==> src/rtl/intr_pkg.sv <==
// rtl/intr_pkg.sv - shared types and constants for the RAT MCU interrupt controller
package intr_pkg;

    // Controller handshake states with the control-unit FSM
    typedef enum logic [1:0] {
        IDLE    = 2'd0,
        REQ     = 2'd1,
        SERVICE = 2'd2
    } intr_state_t;

    // Interrupt service routine address, also used by the PC mux
    localparam logic [9:0] ISR_VECTOR = 10'h3FF;

    // Width of a source index; a single source still needs one bit
    function automatic int id_width(input int num_src);
        return (num_src > 1) ? $clog2(num_src) : 1;
    endfunction

endpackage

==> src/rtl/intr_sync.sv <==
// rtl/intr_sync.sv - per-source synchroniser with edge or level event detection
module intr_sync
    import intr_pkg::*;
#(
    parameter int SYNC_STAGES = 2,
    parameter bit EDGE_MODE   = 1'b1
) (
    input  logic clk,
    input  logic rst,
    input  logic raw,
    output logic evt
);

    logic [SYNC_STAGES-1:0] chain;
    logic                   synced;

    // Metastability chain; reset clears it so a source held high through
    // reset shows up as a fresh rising edge once reset is released
    always_ff @(posedge clk or posedge rst) begin
        if (rst) begin
            chain <= '0;
        end else begin
            chain <= {chain[SYNC_STAGES-2:0], raw};
        end
    end

    assign synced = chain[SYNC_STAGES-1];

    generate
        if (EDGE_MODE) begin : g_edge
            logic history;

            // One cycle of history on the synchronised value for rise detection
            always_ff @(posedge clk or posedge rst) begin
                if (rst) begin
                    history <= 1'b0;
                end else begin
                    history <= synced;
                end
            end

            assign evt = synced & ~history;
        end else begin : g_level
            assign evt = synced;
        end
    endgenerate

endmodule

==> src/rtl/intr_ctrl.sv <==
// rtl/intr_ctrl.sv - interrupt controller: pending latch, priority select, control-unit handshake
module intr_ctrl
    import intr_pkg::*;
#(
    parameter int  NUM_SRC     = 4,
    parameter int  SYNC_STAGES = 2,
    parameter bit  EDGE_MODE   = 1'b1,
    localparam int ID_W        = id_width(NUM_SRC)
) (
    input  logic               clk,
    input  logic               rst,
    input  logic [NUM_SRC-1:0] intr_in,
    input  logic               i_set,
    input  logic               i_clr,
    input  logic               int_ack,
    input  logic               retie,
    output logic               int_req,
    output logic [ID_W-1:0]    int_id,
    output logic               i_flg,
    output logic               in_service,
    output logic               flg_shad_ld,
    output logic               flg_ld_sel
);

    intr_state_t        state;
    intr_state_t        state_nxt;
    logic [NUM_SRC-1:0] evt;
    logic [NUM_SRC-1:0] pending;
    logic [NUM_SRC-1:0] pending_nxt;
    logic [NUM_SRC-1:0] ack_mask;
    logic [ID_W-1:0]    top_id;
    logic               i_flg_nxt;
    logic               take_ack;
    logic               take_retie;

    genvar g;
    generate
        for (g = 0; g < NUM_SRC; g++) begin : g_src
            intr_sync #(
                .SYNC_STAGES(SYNC_STAGES),
                .EDGE_MODE  (EDGE_MODE)
            ) u_sync (
                .clk(clk),
                .rst(rst),
                .raw(intr_in[g]),
                .evt(evt[g])
            );
        end
    endgenerate

    // Acknowledge and return only count in the state that expects them
    assign take_ack   = int_ack && (state == REQ);
    assign take_retie = retie && (state == SERVICE);

    // Priority encoder: lowest-numbered pending source wins
    always_comb begin
        top_id = '0;
        for (int i = NUM_SRC - 1; i >= 0; i--) begin
            if (pending[i]) begin
                top_id = ID_W'(i);
            end
        end
    end

    // Clear only the acknowledged source; a same-cycle event re-sets it
    always_comb begin
        ack_mask = '0;
        if (take_ack) begin
            ack_mask[top_id] = 1'b1;
        end
        pending_nxt = (pending & ~ack_mask) | evt;
    end

    // Interrupt-enable flag: handshake forcing overrides SEI/CLI, CLI beats SEI
    always_comb begin
        i_flg_nxt = i_flg;
        if (take_ack) begin
            i_flg_nxt = 1'b0;
        end else if (take_retie) begin
            i_flg_nxt = 1'b1;
        end else if (i_clr) begin
            i_flg_nxt = 1'b0;
        end else if (i_set) begin
            i_flg_nxt = 1'b1;
        end
    end

    // FSM state register
    always_ff @(posedge clk or posedge rst) begin
        if (rst) begin
            state <= IDLE;
        end else begin
            state <= state_nxt;
        end
    end

    // FSM next state and handshake outputs
    always_comb begin
        state_nxt   = state;
        int_req     = 1'b0;
        in_service  = 1'b0;
        flg_shad_ld = 1'b0;
        flg_ld_sel  = 1'b0;
        case (state)
            IDLE: begin
                if (i_flg && (|pending)) begin
                    state_nxt = REQ;
                end
            end
            REQ: begin
                int_req     = 1'b1;
                flg_shad_ld = int_ack;
                if (int_ack) begin
                    state_nxt = SERVICE;
                end else if (!i_flg_nxt) begin
                    state_nxt = IDLE;
                end
            end
            SERVICE: begin
                in_service = 1'b1;
                flg_ld_sel = retie;
                if (retie) begin
                    state_nxt = IDLE;
                end
            end
            default: begin
                state_nxt = IDLE;
            end
        endcase
    end

    // Pending latch, enable flag and serviced-source id
    always_ff @(posedge clk or posedge rst) begin
        if (rst) begin
            pending <= '0;
            i_flg   <= 1'b0;
            int_id  <= '0;
        end else begin
            pending <= pending_nxt;
            i_flg   <= i_flg_nxt;
            if (take_ack) begin
                int_id <= top_id;
            end
        end
    end

endmodule

==> config.mk <==
export PLATFORM = sky130hd
export DESIGN_NAME = intr_ctrl
export DESIGN_NICKNAME = d
export VERILOG_FILES = /design/src/rtl/intr_pkg.sv /design/src/rtl/intr_sync.sv /design/src/rtl/intr_ctrl.sv
export SDC_FILE = /design/constraint.sdc
export NUM_CORES = 1
export LEC_CHECK = 0
export CORE_UTILIZATION = 30
export CTS_CLUSTER_DIAMETER = 200
export CTS_CLUSTER_SIZE = 12
export DETAILED_ROUTE_END_ITERATION = 6
export GPL_TIMING_DRIVEN = 0
export PLACE_DENSITY_LB_ADDON = 0.2
export SLEW_MARGIN = 20
export SYNTH_ARGS = -nofsm -noshare
export SYNTH_HDL_FRONTEND = slang
export SYNTH_SLANG_ARGS = --single-unit
==> constraint.sdc <==
create_clock -name clk -period 1.2 [get_ports clk]
set_clock_uncertainty 0.05 [all_clocks]
set_input_delay 0.18 -clock clk [delete_from_list [all_inputs] [get_ports clk]]
set_output_delay 0.18 -clock clk [all_outputs]
set_load 0.01 [all_outputs]
Yosys cells after proc, flatten, opt, wreduce, memory -nomap -nowiden. Index checks and enable logic that the tools add are counted. W data, S select, Z words.

Register bits: 21. Word-level logic and storage cells: 57. Output and inout port bits: 7. Input bits: 10.

Equal/unequal tests: 5. Reductions and logical operators: 7. Bitwise gates (word level): 11. $lt $le $gt $ge: 2. Muxes and demuxes: 20.

Operators with widths (count): $mux W2 (8); $mux W1 (9); $pmux W2 S3 (1); $and A1 B1 Y1 (4); $and A4 B4 Y4 (1); $logic_and A1 B1 Y1 (4); $mux W4 (1); $ne A2 B2 Y1 const B (2); $not A1 Y1 (4); $not A4 Y4 (1); $or A4 B4 Y4 (1); $reduce_or A4 Y1 (1); $lt A2 B3 Y1 const B (1); $ne A3 B3 Y1 const B (1); $reduce_and A3 Y1 (1); $demux W1 S2 (1); $eq A2 B1 Y1 const B (1); $eq A2 B2 Y1 const B (1); $ge A2 B1 Y1 const B (1); $logic_not A2 Y1 (1).

Longest topological paths before layout. Gate-level depths: netlist of run 1.

Depth in word-level cells: 12. Mapped depth: 3. Gate-level depth less buffers: 3.

Modules after synthesis. Synthesis of run 1 repeated with hierarchy kept, for this count alone.

Cells, all modules: 59. Area, all modules: 790.8 um^2.

By module, submodules not included: intr_ctrl (seq. area each 225.2 um^2, times used 1, cells an instance 39, area each 420.4 um^2); intr_sync (seq. area each 75.1 um^2, times used 4, cells an instance 5, area each 92.6 um^2).

Least setup slack after synthesis of run 1. No wires, ideal clock.

Path kind: register to output. Start point: register state[0]. End point: output flg_ld_sel. Buffers on the path: 0. Data arrival time: 0.889 ns. Path slack: 0.081 ns. Data required time: 0.970 ns. Cell stages (with the launch flop): 4. Cells stage by stage: dfrtp_1 > nor2b_1 > nand2_1 > inv_1.

Longest elaborated chain between the ends: 2.

Ends and longest elaborated chain: from (decl) (RTL line intr_ctrl.sv:25) `intr_state_t state;`; from (signal assigned) (RTL line intr_ctrl.sv:93) `state <= state_nxt;`; $eq A2 B2 Y1 (RTL line intr_ctrl.sv:104) `case (state)`; $mux W1 (RTL line intr_ctrl.sv:104); to (decl) (RTL line intr_ctrl.sv:22) `output logic flg_ld_sel`.

No other way between the ends.

Worst setup path in the final report of run 1.
Start point: register state[0]. End point: output flg_shad_ld.

Longest elaborated chain between the ends: 2.

Ends and longest elaborated chain: $eq A2 B1 Y1 (RTL line intr_ctrl.sv:104); $mux W1 (RTL line intr_ctrl.sv:104); to (decl) (RTL line intr_ctrl.sv:21) `output logic flg_shad_ld,`.

No other way between the ends.

==> impl_results.md, run 1 <==
* Status: finished with violations
* Failing checks: negative setup slack
* Worst IR drop on VDD at 0.000980 V
* Setup Crit Path Kind: flop to output port
* HP Class: primary input to flop
* Launch point of the worst hold path: intr_in[2]
* TritonCTS clock tree: yes
* Via count of the first global-routing pass at 451
* Clock-pin slew reported for the worst setup and hold paths after clock tree synthesis at 120 ps
* Weighted congestion at the end of routability-driven global placement at 0.701
* Hold Path Sink: g_src[2].u_sync.chain[0]$_DFF_PP0_
* Cell leakage power at 0.534 nW
* Post-synth design cell area at 739 um^2
* Post-Syn Instances at 55
* Final setup fails at 7
* Final critical-path setup slack at -163 ps
* Cell count of the worst hold path at 1
* TritonCTS buffer count at 3
* Share of layout cells above drive strength 1 at 41.6%
* Slowest cell on the critical path: sky130_fd_sc_hd__dfrtp_2
* Site Rows at 17
* Clock latency reported for the late side of the worst-skew pair at 300 ps
* Area of the die at 0.00267 mm^2
* CP dominant cell by count: sky130_fd_sc_hd__buf_6
* Total number of vias at 515
* Number of I/O port buffers at 16
* Post-place setup slack at -531 ps
* Starting density of the core at 32.5%
* Critical R2R Launch: state[0]$_DFFE_PP0P_
* FF-to-FF path depth at 7
* Per-instance average area after synthesis at 13.4 um^2
* Number of nets with antenna violations after detailed routing at 0
* R2r setup slk at -150 ps
* Detailed router's first-iteration violation count at 13
* Wire length of the first global-routing pass at 1970 um
* Share of the yosys chip area belonging to registers at 71.1%
* Unrepaired setup endpoints after global routing: true
* Max-cap viol count at 0
* Crit path largest cell delay at 460 ps
* Number of ports placed on the die boundary at 17
* Type of origin of the critical path: flop
* CP Data Arrival Time at 1130 ps
* Total number of nets in the final design at 100
* FMAX at 0.733 GHz
* Pin count of the biggest net entering global routing at 22
* Cell at the root of the clock tree: sky130_fd_sc_hd__clkbuf_4
* Horizontal extent of the die at 51.6 um
* Maximum fanout count along the critical path at 4
* Drt via density at 4.40
* DRC violations left at 0
* CP cell instances: buf_6, nand3b_4, inv_4, buf_6
* Maximum clock insertion buffer count at 2
* Final period util at 114%
* Number of synthesized register bits at 21
* Max transition margin at 47.2%
* Critical path's top delay family: flip-flops
* Cell Pwr Density at 1840 mW/mm^2
* Post-detailed-placement half-perimeter wirelength at 717 um
* Number of pins with negative max-slew slack in the final report at 0
* Antenna violations before repair at 0
* Height of the chip at 51.6 um
* Data required, critical path at 970 ps
* End-of-flow core utilization at 48.2%
* Clk sink count at 21
* Slew at the pin closest to its max-slew limit at 791 ps
* Number of optimization iterations in the first detailed-route pass at 4
* Buffers and inverters on the worst path at 3
* Sort of element at the end of the critical path: output port
* Area of the placeable core at 0.00228 mm^2
* Post-synth net total at 65
* Final Hold Viols at 0
* Global-route usage over all layers at 10.4%
* Synth unique cells at 16
* Growth of design area from synthesis to finish at 48.2%
* CTS H-tree depth at 1
* Synthesis warning total at 0
* Final global-route overflow total at 0
* R2R Path End: i_flg$_DFF_PP0_
* Final Critical Period at 1360 ps
* Drt wl/cell at 11.1 um
* Wirelength, routed at 1290 um
* Inserted Diodes at 0
## routing by layer
metal / global-route usage (%) / part of all wire, %
met5: 0 / 0
met4: 4.05 / 0.70
met3: 4.39 / 3.9
met2: 16.5 / 45
met1: 12.5 / 50
## cell type report
cell class	count	area (um^2)
multi-input cells	25	210
fillers	211	1180
flip-flops and latches	21	529
repair buffers	30	255
clock inverters	1	7.51
clock buffers	3	22.5
well taps	28	35.0
inverters	9	36.3
## placed cells by master (no fill, tap or decap), drive strengths merged
| cell | count |
|---|---|
| nand2 | 4 |
| o41ai | 3 |
| a21oi | 2 |
| clkdlybuf4s15 | 1 |
| clkinvlp | 1 |
| o22ai | 1 |
| nor2b | 2 |
| o31ai | 1 |
| clkdlybuf4s50 | 9 |
| nor2 | 2 |
| buf | 18 |
| clkbuf | 5 |
| nor3 | 1 |
| nand3b | 1 |
| dfrtp | 21 |
| o21bai | 1 |
| o21ai | 5 |
| o22a | 1 |
| inv | 9 |
| nand2b | 1 |
## stage by stage
step / instance area, um^2 / power (mW) / hold slack [ps] / setup TNS, ps / cells
5_1_grt: 1100 / 2.15 / 217 / -1050 / 117
4_1_cts: 1030 / 1.89 / 233 / -723 / 114
6_report: 1100 / 2.02 / 254 / -646 / 117
3_5_place_dp: 935 / 1.41 / 290 / -3050 / 99
2_1_floorplan: 739 / 1.17 / 107 / 0 / 55
3_3_place_gp: 935 / 1.40 / 282 / -2170 / 99
## worst max-delay path by stage
stage	end	startpoint	depth (start not counted)	slack (ps)
floorplan	flg_ld_sel	state[0]$_DFFE_PP0P_	3	80
global placement	flg_shad_ld	int_ack	4	-540
detailed placement	flg_shad_ld	int_ack	4	-530
CTS	flg_shad_ld	state[0]$_DFFE_PP0P_	4	-190
global route	i_flg$_DFF_PP0_	state[1]$_DFFE_PP0P_	7	-230
finish	flg_shad_ld	state[0]$_DFFE_PP0P_	4	-160
## cells by family (layout without fill, tap and decap cells)
group,Yosys count,after routing,synth area share (%)
compound gates,14,14,15.4
simple gates,11,11,8.97
flops,21,21,71.1
buf+inv,9,43,4.57
## state kept, by name, indices dropped and copies added (netlist names)
register                     cells
state                            2
pending                          4
i_flg                            1
g_src.u_sync.chain               8
g_src.u_sync.g_edge.history      4
int_id                           2
## what timing repair did
action,4_1_cts,5_1_grt
setup buffers,11,3
gates resized for setup,25,17
hold buffers,0,0
setup endpoints to repair,8,12
endpoints found under the hold margin,0,0
pin swaps,1,1
## report_power, final
group	leakage [nW]	total [mW]	internal (mW)	switching, mW
combinational	0.279	0.733	0.431	0.302
sequential	0.240	0.940	0.826	0.114
clock	0.0139	0.346	0.127	0.219
total	0.534	2.02	1.38	0.635
## cells in the mapped netlist
library cell               number  share of area [%]
sky130_fd_sc_hd__o22a_1         1                1.2
sky130_fd_sc_hd__nor2b_1        2                1.7
sky130_fd_sc_hd__nor3_1         1               0.68
sky130_fd_sc_hd__inv_1          9                4.6
sky130_fd_sc_hd__nand3b_4       1                2.7
sky130_fd_sc_hd__o41ai_2        3                6.6
sky130_fd_sc_hd__nor2_1         2                1.0
sky130_fd_sc_hd__o21ai_1        1               0.68
sky130_fd_sc_hd__dfrtp_1       21                 71
sky130_fd_sc_hd__nand2b_1       1               0.85
sky130_fd_sc_hd__o21ai_0        4                2.7
sky130_fd_sc_hd__o21bai_1       1                1.0
sky130_fd_sc_hd__a21oi_1        2                1.4
sky130_fd_sc_hd__nand2_1        4                2.0
sky130_fd_sc_hd__o31ai_1        1                1.0
sky130_fd_sc_hd__o22ai_1        1               0.85
(Power assumes the default switching activity.)
==> run 2, diff against run 1 <==
--- a/config.mk
+++ b/config.mk
@@ -5,6 +5,7 @@
 export SDC_FILE = /design/constraint.sdc
 export NUM_CORES = 1
 export LEC_CHECK = 0
+export CAP_MARGIN = 10
 export CORE_UTILIZATION = 30
 export CTS_CLUSTER_DIAMETER = 200
 export CTS_CLUSTER_SIZE = 12
==> results of run 2 <==
No change in the layout: final DEF, timing and power equal those of run 1.
